==> src/rtl/ddr3_rd_pkg.sv <==
// Shared types and descriptor field layout for the DDR3 read fill sequencer.
package ddr3_rd_pkg;

  localparam int unsigned ADDR_W = 23;
  localparam int unsigned CNT_W  = 24;

  localparam int unsigned HDR_ADDR_MSB = 46;
  localparam int unsigned HDR_ADDR_LSB = 24;
  localparam int unsigned HDR_CNT_MSB  = 23;

  typedef enum logic [1:0] {
    StIdle,
    StLoad,
    StReq,
    StRelease
  } fill_state_e;

  function automatic logic [15:0] sat_inc16(input logic [15:0] val);
    return (val == 16'hFFFF) ? val : val + 16'd1;
  endfunction

endpackage

==> src/rtl/ddr3_sync_bit.sv <==
// Multi-flop level synchroniser for a single asynchronous control bit.
module ddr3_sync_bit #(
  parameter int unsigned STAGES = 2
) (
  input  logic clk,
  input  logic reset,
  input  logic d,
  output logic q
);

  logic [STAGES-1:0] sync_q, sync_d;

  always_comb begin
    sync_d = {sync_q[STAGES-2:0], d};
  end

  always_ff @(posedge clk) begin
    if (reset) begin
      sync_q <= '0;
    end else begin
      sync_q <= sync_d;
    end
  end

  assign q = sync_q[STAGES-1];

endmodule

==> src/rtl/ddr3_rd_fill_seq.sv <==
// Pops fill descriptors and runs the enable_reading/reading_done handshake with the read
// controller. Optional REQ watchdog enabled by defining DDR3_RD_FILL_TIMEOUT_EN.
module ddr3_rd_fill_seq
  import ddr3_rd_pkg::*;
#(
  parameter int unsigned DONE_SYNC_STAGES = 2,
  parameter int unsigned MIN_LOW_CYCLES   = 6,
  parameter int unsigned TIMEOUT_CYCLES   = 24'hFFFFFF
) (
  input  logic              clk,
  input  logic              reset,
  input  logic              acq_enabled,
  input  logic              hdr_fifo_empty,
  input  logic [46:0]       hdr_fifo_dout,
  output logic              hdr_fifo_rd_en,
  output logic [ADDR_W-1:0] ddr3_rd_start_addr,
  output logic [CNT_W-1:0]  ddr3_rd_burst_cnt,
  output logic              enable_reading,
  input  logic              reading_done,
  output logic              fill_busy,
  output logic [31:0]       fills_done,
  output logic [15:0]       fills_skipped,
  output logic              rd_timeout
);

  localparam logic [7:0] HoldInit = 8'(MIN_LOW_CYCLES);

  logic done_s;

  ddr3_sync_bit #(
    .STAGES (DONE_SYNC_STAGES)
  ) u_done_sync (
    .clk   (clk),
    .reset (reset),
    .d     (reading_done),
    .q     (done_s)
  );

  fill_state_e       state_q, state_d;
  logic              rd_en_q, rd_en_d;
  logic [ADDR_W-1:0] addr_q, addr_d;
  logic [CNT_W-1:0]  cnt_q, cnt_d;
  logic              en_q, en_d;
  logic              busy_q, busy_d;
  logic [31:0]       done_cnt_q, done_cnt_d;
  logic [15:0]       skip_cnt_q, skip_cnt_d;
  logic [7:0]        hold_q, hold_d;

`ifdef DDR3_RD_FILL_TIMEOUT_EN
  localparam logic [23:0] WdLast = 24'(TIMEOUT_CYCLES - 1);
  logic [23:0] wd_q, wd_d;
  logic        to_q, to_d;
`else
  logic unused_timeout_cycles;
  assign unused_timeout_cycles = ^TIMEOUT_CYCLES;
`endif

  always_comb begin
    state_d    = state_q;
    rd_en_d    = 1'b0;
    addr_d     = addr_q;
    cnt_d      = cnt_q;
    en_d       = en_q;
    done_cnt_d = done_cnt_q;
    skip_cnt_d = skip_cnt_q;
    hold_d     = hold_q;
`ifdef DDR3_RD_FILL_TIMEOUT_EN
    wd_d       = wd_q;
    to_d       = to_q;
`endif
    unique case (state_q)
      StIdle: begin
        // FWFT: the descriptor is valid on dout, so latch it on the pop edge.
        if (!hdr_fifo_empty && !acq_enabled) begin
          rd_en_d = 1'b1;
          addr_d  = hdr_fifo_dout[HDR_ADDR_MSB:HDR_ADDR_LSB];
          cnt_d   = hdr_fifo_dout[HDR_CNT_MSB:0];
          state_d = StLoad;
        end
      end
      StLoad: begin
        if (cnt_q == '0) begin
          skip_cnt_d = sat_inc16(skip_cnt_q);
          state_d    = StIdle;
        end else begin
          state_d = StReq;
`ifdef DDR3_RD_FILL_TIMEOUT_EN
          wd_d    = '0;
`endif
        end
      end
      StReq: begin
        // Request rises on the first REQ edge: two cycles after the pop strobe.
        en_d = 1'b1;
        if (done_s) begin
          en_d       = 1'b0;
          done_cnt_d = done_cnt_q + 32'd1;
          hold_d     = HoldInit;
          state_d    = StRelease;
        end
`ifdef DDR3_RD_FILL_TIMEOUT_EN
        else if (wd_q == WdLast) begin
          en_d    = 1'b0;
          to_d    = 1'b1;
          hold_d  = HoldInit;
          state_d = StRelease;
        end else begin
          wd_d = wd_q + 24'd1;
        end
`endif
      end
      StRelease: begin
        en_d = 1'b0;
        if (hold_q != '0) begin
          hold_d = hold_q - 8'd1;
        end else if (!done_s) begin
          state_d = StIdle;
        end
      end
      default: state_d = StIdle;
    endcase
    busy_d = (state_d != StIdle);
  end

  always_ff @(posedge clk) begin
    if (reset) begin
      state_q    <= StIdle;
      rd_en_q    <= 1'b0;
      addr_q     <= '0;
      cnt_q      <= '0;
      en_q       <= 1'b0;
      busy_q     <= 1'b0;
      done_cnt_q <= '0;
      skip_cnt_q <= '0;
      hold_q     <= '0;
`ifdef DDR3_RD_FILL_TIMEOUT_EN
      wd_q       <= '0;
      to_q       <= 1'b0;
`endif
    end else begin
      state_q    <= state_d;
      rd_en_q    <= rd_en_d;
      addr_q     <= addr_d;
      cnt_q      <= cnt_d;
      en_q       <= en_d;
      busy_q     <= busy_d;
      done_cnt_q <= done_cnt_d;
      skip_cnt_q <= skip_cnt_d;
      hold_q     <= hold_d;
`ifdef DDR3_RD_FILL_TIMEOUT_EN
      wd_q       <= wd_d;
      to_q       <= to_d;
`endif
    end
  end

  assign hdr_fifo_rd_en     = rd_en_q;
  assign ddr3_rd_start_addr = addr_q;
  assign ddr3_rd_burst_cnt  = cnt_q;
  assign enable_reading     = en_q;
  assign fill_busy          = busy_q;
  assign fills_done         = done_cnt_q;
  assign fills_skipped      = skip_cnt_q;
`ifdef DDR3_RD_FILL_TIMEOUT_EN
  assign rd_timeout         = to_q;
`else
  assign rd_timeout         = 1'b0;
`endif

endmodule

==> config.mk <==
export PLATFORM = sky130hd
export DESIGN_NAME = ddr3_rd_fill_seq
export DESIGN_NICKNAME = d
export VERILOG_FILES = /design/src/rtl/ddr3_rd_pkg.sv /design/src/rtl/ddr3_sync_bit.sv /design/src/rtl/ddr3_rd_fill_seq.sv
export SDC_FILE = /design/constraint.sdc
export NUM_CORES = 1
export LEC_CHECK = 0
export CORE_MARGIN = 2
export CORE_UTILIZATION = 45
export DETAILED_ROUTE_END_ITERATION = 7
export PLACE_DENSITY = 0.78
export SLEW_MARGIN = 10
export SYNTH_ARGS = -nofsm -noshare
export SYNTH_HDL_FRONTEND = slang
export SYNTH_SLANG_ARGS = --single-unit
==> constraint.sdc <==
create_clock -name clk -period 5.7 [get_ports clk]
set_clock_uncertainty 0.1 [all_clocks]
set_input_delay 1.14 -clock clk [delete_from_list [all_inputs] [get_ports clk]]
set_output_delay 1.14 -clock clk [all_outputs]
set_load 0.005 [all_outputs]
==> metrics, run 1 <==
status=finished, final reports clean; dpl hpwl=8150 um; Final period util=0.464; Setup violations, final=0; Synth Warn #=0; post-synthesis net count=611; Worst Setup Start Kind=register; clock buffer count from CTS=9; worst-path cell chain=clkdlybuf4s50_1; Crit Path Max Fanout=7; Leak=2.27 nW; Hold Path Class=register to register; fillers=between 800 and 900; EDFF count, synth=0; # H-tree levels=3; total global routing overflow=0; Distinct cells, synth=47; post-CTS setup repair buffer count=0; Core Footprint=0.0102 mm2; register area share after synthesis=0.473; Top Family by Delay on Critical Path=buffers and inverters; Max Buffers Root-to-Sink=2; Buf/Inv on CP=1; slowest cell on the critical path=clkdlybuf4s50_1; Ports=151; Final min period=2640 ps; Synth Register Bits=110; Setup crit end kind=output port; Maximum Capacitance Violations=0; hold path depth=1; wire length per cell=approximately 14 um; FFs w/ async S/R, synth=0; largest area contributor in the synthesized netlist=dfxtp_1; vias in the first global route=about 4,000; Initial Utilization=0.457; Synth Cell Area=~0.0047 mm2; drt pass-1 iters=5; Sink Count=110; most instantiated library cell after synthesis=nand2_1; Hold Slack=347 ps; unrepaired setup endpoints after global routing=false; detailed-route via count=4,298; hold_buf cts=0; R2R Path End=fills_done[31]; Synth Area per Inst=8.37 um2; Worst path depth=1; Slew HR=0.416; Global Route Usage Sum=0.205; CTS tree=yes; Hold Crit Start=u_done_sync.sync_q[0]; Worst Path Arrival=1400 ps; final wirelength=~11,000 um; Slew Viols, Final=0; required time worst endpoint=approximately 4500 ps; Yosys top cell area share=0.473; pre-CTS WS=between 2000 and 3000 ps; Main synth FF type=dfxtp_1; setup TNS=0 ps; ranking of synthesized cells by area=dfxtp_1 47%, nand2_1 9.5%, a21oi_1 6.2%; final net count=approximately 740; Die Ht=106 um; clock latency on the worst-skew pair=370 ps; largest net degree at the start of global routing=64; chip width=approximately 110 um; Routability Congestion=0.803; reg2reg setup slack=3080 ps; # DRC=0; synthesis-to-layout area growth=39.1%; leading cell types by count after synthesis=118 x nand2_1, 110 x dfxtp_1, 61 x nor2_1; R2R depth=5; first-pass GRT wire length=roughly 19,000 um; clock tree root driver cell=clkbuf_8; IR drop worst, VDD=0.000162 V; Vias/cell=~5.2; Gates resized, CTS repair=0; final hold viol count=0; port bufs=149; Largest stage delay, worst path=560 ps; Reg clk slew, reported paths=110 ps; Worst Max-Slew Pin Slew=roughly 870 ps; Initial DRC Count=243; Die Area=about 0.011 mm2; Antenna Cells=0; Antenna Nets Post-Route=0; Min-Delay Endpoint=u_done_sync.sync_q[1]; setup ws final=3060 ps; crit path kind=register to output port; antenna violations before repair=0; layout cells sized above 1=0.0620; Cell Rows=37; Peak Freq=378 MHz; PwrDens=238 mW/mm2; Syn Inst Count=556; R2R Path Start=state_q[1]
per-layer routing:
| layer | global-route usage | up-vias | wire length [um] |
|---|---|---|---|
| met5 | 0 | - | 0 |
| met4 | 0.0677 | 0 | 179 |
| met2 | 0.340 | 130 | 5490 |
| li1 | - | 2161 | - |
| met1 | 0.253 | 1995 | 5030 |
| met3 | 0.0649 | 12 | 791 |
metrics by stage:
stage | std cells | power, mW | util | instance area [um2]
floorplan | 556 | 0.896 | - | 4650
global placement | 814 | 0.984 | 0.611 | 6220
detailed placement | 814 | 0.988 | 0.611 | 6220
CTS | 830 | 1.56 | 0.636 | 6470
global route | 830 | 1.61 | 0.636 | 6470
finish | 830 | 1.54 | 0.636 | 6470
layout by cell type (no fill, tap or decap), drive strengths merged, types with 7 or more instances in the layout:
master	count
nor4	15
clkdlybuf4s50	148
a21oi	58
mux2	8
nand3	17
inv	7
nand4	21
clkbuf	9
nand2	118
xor2	21
xnor2	14
dfxtp	110
nor2	61
nor2b	13
area by class of cell:
| cell class | instances | area (um2) | share of cell area |
|---|---|---|---|
| timing repair buffer | 152 | 1510 | 0.233 |
| tap | 136 | 170 | 0.0263 |
| clock buffer | 9 | 124 | 0.0191 |
| multi-input combinational | 411 | 2320 | 0.358 |
| inverter | 5 | 18.8 | 0.00290 |
| sequential | 110 | 2200 | 0.340 |
| clock inverter | 7 | 128 | 0.0197 |
sequential cells by signal (all words and copies together) (netlist names):
signal and count:
hdr_fifo_rd_en 1, hold_q 8, fill_busy 1, fills_skipped 16, enable_reading 1, ddr3_rd_burst_cnt 24, state_q 2, fills_done 32
u_done_sync.sync_q 2, ddr3_rd_start_addr 23
worst max-delay path by stage:
stage,from,to,slack (ps)
final,fills_done[3],fills_done[3],3060
after global routing,state_q[1],fills_done[31],2940
after CTS,fills_done[3],fills_done[3],3030
after detailed placement,acq_enabled,ddr3_rd_burst_cnt[0],2740
after global placement,reset,fills_skipped[10],2790
after floorplan,acq_enabled,ddr3_rd_start_addr[10],3220
power by group:
group          switching, mW  internal (mW)  total, mW
combinational         0.0724         0.0880      0.160
clock                  0.273          0.298      0.571
sequential            0.0191          0.790      0.809
logic make-up after synthesis:
family | after synthesis | share of synthesized area
other | 1 | 0.000806
DFF | 110 | 0.473
muxes | 10 | 0.0237
buffers and inverters | 35 | 0.0296
AOI/OAI and AO/OA | 74 | 0.0874
xor gates and xnor gates | 35 | 0.0659
and+or+nand+nor | 288 | 0.311
adders and majority gates | 3 | 0.00807
Note: power is estimated with default switching activity, not from simulation.
==> run 2: changes to the inputs <==
clock period = 2.75 ns   (was 5.7 ns; I/O delays follow)
==> metrics, run 2 (synthesis results as in run 1) <==
status=finished, final reports clean; Antenna Cells=0; Antenna Nets Post-Route=0; antenna violations before repair=0; chip width=106 um; Leak=2.29 nW; Final period util=0.878; IR drop worst, VDD=around 0.00027 V; final net count=753; Peak Freq=414 MHz; port bufs=149; wire length per cell=around 14 um; number of flip-flops under the largest register name=32; slowest cell on the critical path=nor4_2; synthesis-to-layout area growth=39.3%; most common cell after layout, fill and taps aside=clkdlybuf4s50_1; Crit Path Max Fanout=7; Sink Count=110; Cell Rows=37; crit path to=fills_skipped[14]; R2R depth=5; largest net degree at the start of global routing=69; Initial Utilization=0.457; Worst Max-Slew Pin Slew=813 ps; drt pass-1 iters=4; PwrDens=456 mW/mm2; clock latency on the worst-skew pair=between 300 and 400 ps; Hold Path Class=register to register; Slew HR=0.451; Gates resized, CTS repair=0; clock buffer count from CTS=9; required time worst endpoint=between 2000 and 3000 ps; Die Ht=around 110 um; Die Area=0.0112 mm2; R2R Path Start=ddr3_rd_burst_cnt[0]; Reg clk slew, reported paths=110 ps; final wirelength=11,900 um; worst-path cell chain=nor4_2 -> nand4_2 -> nor4_2 -> nand4_1 -> mux2_1; vias in the first global route=approximately 4,300; Setup crit end kind=register; crit path kind=register to register; Global Route Usage Sum=0.213; Core Footprint=0.0102 mm2; Vias/cell=5.29; Initial DRC Count=181; first-pass GRT wire length=19,600 um; start point of the critical path=ddr3_rd_burst_cnt[0]; total global routing overflow=0; final hold viol count=0; Maximum Capacitance Violations=0; setup TNS=0 ps; clock tree root driver cell=clkbuf_8; # H-tree levels=3; Largest stage delay, worst path=730 ps; # DRC=0; layout cells sized above 1=0.0740; hold_buf cts=0; most used cell, CP=nor4_2; Worst Path Arrival=2580 ps; dpl hpwl=8560 um; setup ws final=335 ps; R2R Path End=fills_skipped[14]; unrepaired setup endpoints after global routing=false; Final min period=2410 ps; Slew Viols, Final=0; detailed-route via count=4,439; reg2reg setup slack=340 ps; Routability Congestion=0.821; post-CTS setup repair buffer count=0; Setup violations, final=0; Worst Setup Start Kind=register; commonest non-fill, non-tap cells in the layout=148 x clkdlybuf4s50_1, 118 x nand2_1, 110 x dfxtp_1, 61 x nor2_1, 58 x a21oi_1; Ports=~150; Power Total=2.96 mW; pre-CTS WS=371 ps; Max Buffers Root-to-Sink=2; CTS tree=yes
run 2: through the flow:
| step | util | area [um2] | std cells | hold WS [ps] |
|---|---|---|---|---|
| finish | 0.636 | 6480 | 839 | 348 |
| floorplan | - | 4650 | 556 | 314 |
| global placement | 0.618 | 6290 | 823 | 321 |
| global route | 0.636 | 6480 | 839 | 377 |
| detailed placement | 0.618 | 6290 | 823 | 333 |
| CTS | 0.636 | 6480 | 839 | 357 |
run 2: critical path, delay by kind of cell, from the launching register on:
family           cells  cell delay, ps
and+or+nand+nor      4            1520
DFF                  1             340
muxes                1             350
run 2: layer usage:
metal	wire length (um)	part of all wire	global-route usage
met2	5700	0.48	0.355
met4	208	0.018	0.0761
met5	0	0	0
met1	5080	0.43	0.261
met3	898	0.076	0.0662
run 2: final cells by class:
type,count,area [um2]
clock buffers,9,124
well taps,136,170
inverters,5,18.8
clock inverters,7,67.6
multi-input cells,411,2320
repair buffers,161,1580
fillers,879,3700
flip-flops and latches,110,2200
run 2: how the worst min path moves through the flow:
stage / start / endpoint / slack (ps) / cells past startpoint
detailed placement: u_done_sync.sync_q[0] / u_done_sync.sync_q[1] / 330 / 1
global route: u_done_sync.sync_q[0] / u_done_sync.sync_q[1] / 380 / 1
finish: u_done_sync.sync_q[0] / u_done_sync.sync_q[1] / 350 / 1
CTS: u_done_sync.sync_q[0] / u_done_sync.sync_q[1] / 360 / 1
floorplan: u_done_sync.sync_q[0] / u_done_sync.sync_q[1] / 310 / 1
global placement: u_done_sync.sync_q[0] / u_done_sync.sync_q[1] / 320 / 1
run 2: power breakdown:
part	internal, mW	switching, mW
Clock	0.352	0.589
Combinational	0.187	0.158
Sequential	1.64	0.0338
Total	2.18	0.780
==> run 3: changes to the inputs <==
HOLD_SLACK_MARGIN = 0.02   (was default)
==> results of run 3 <==
Same layout as run 2: the final DEF is identical, and so are final timing and power.
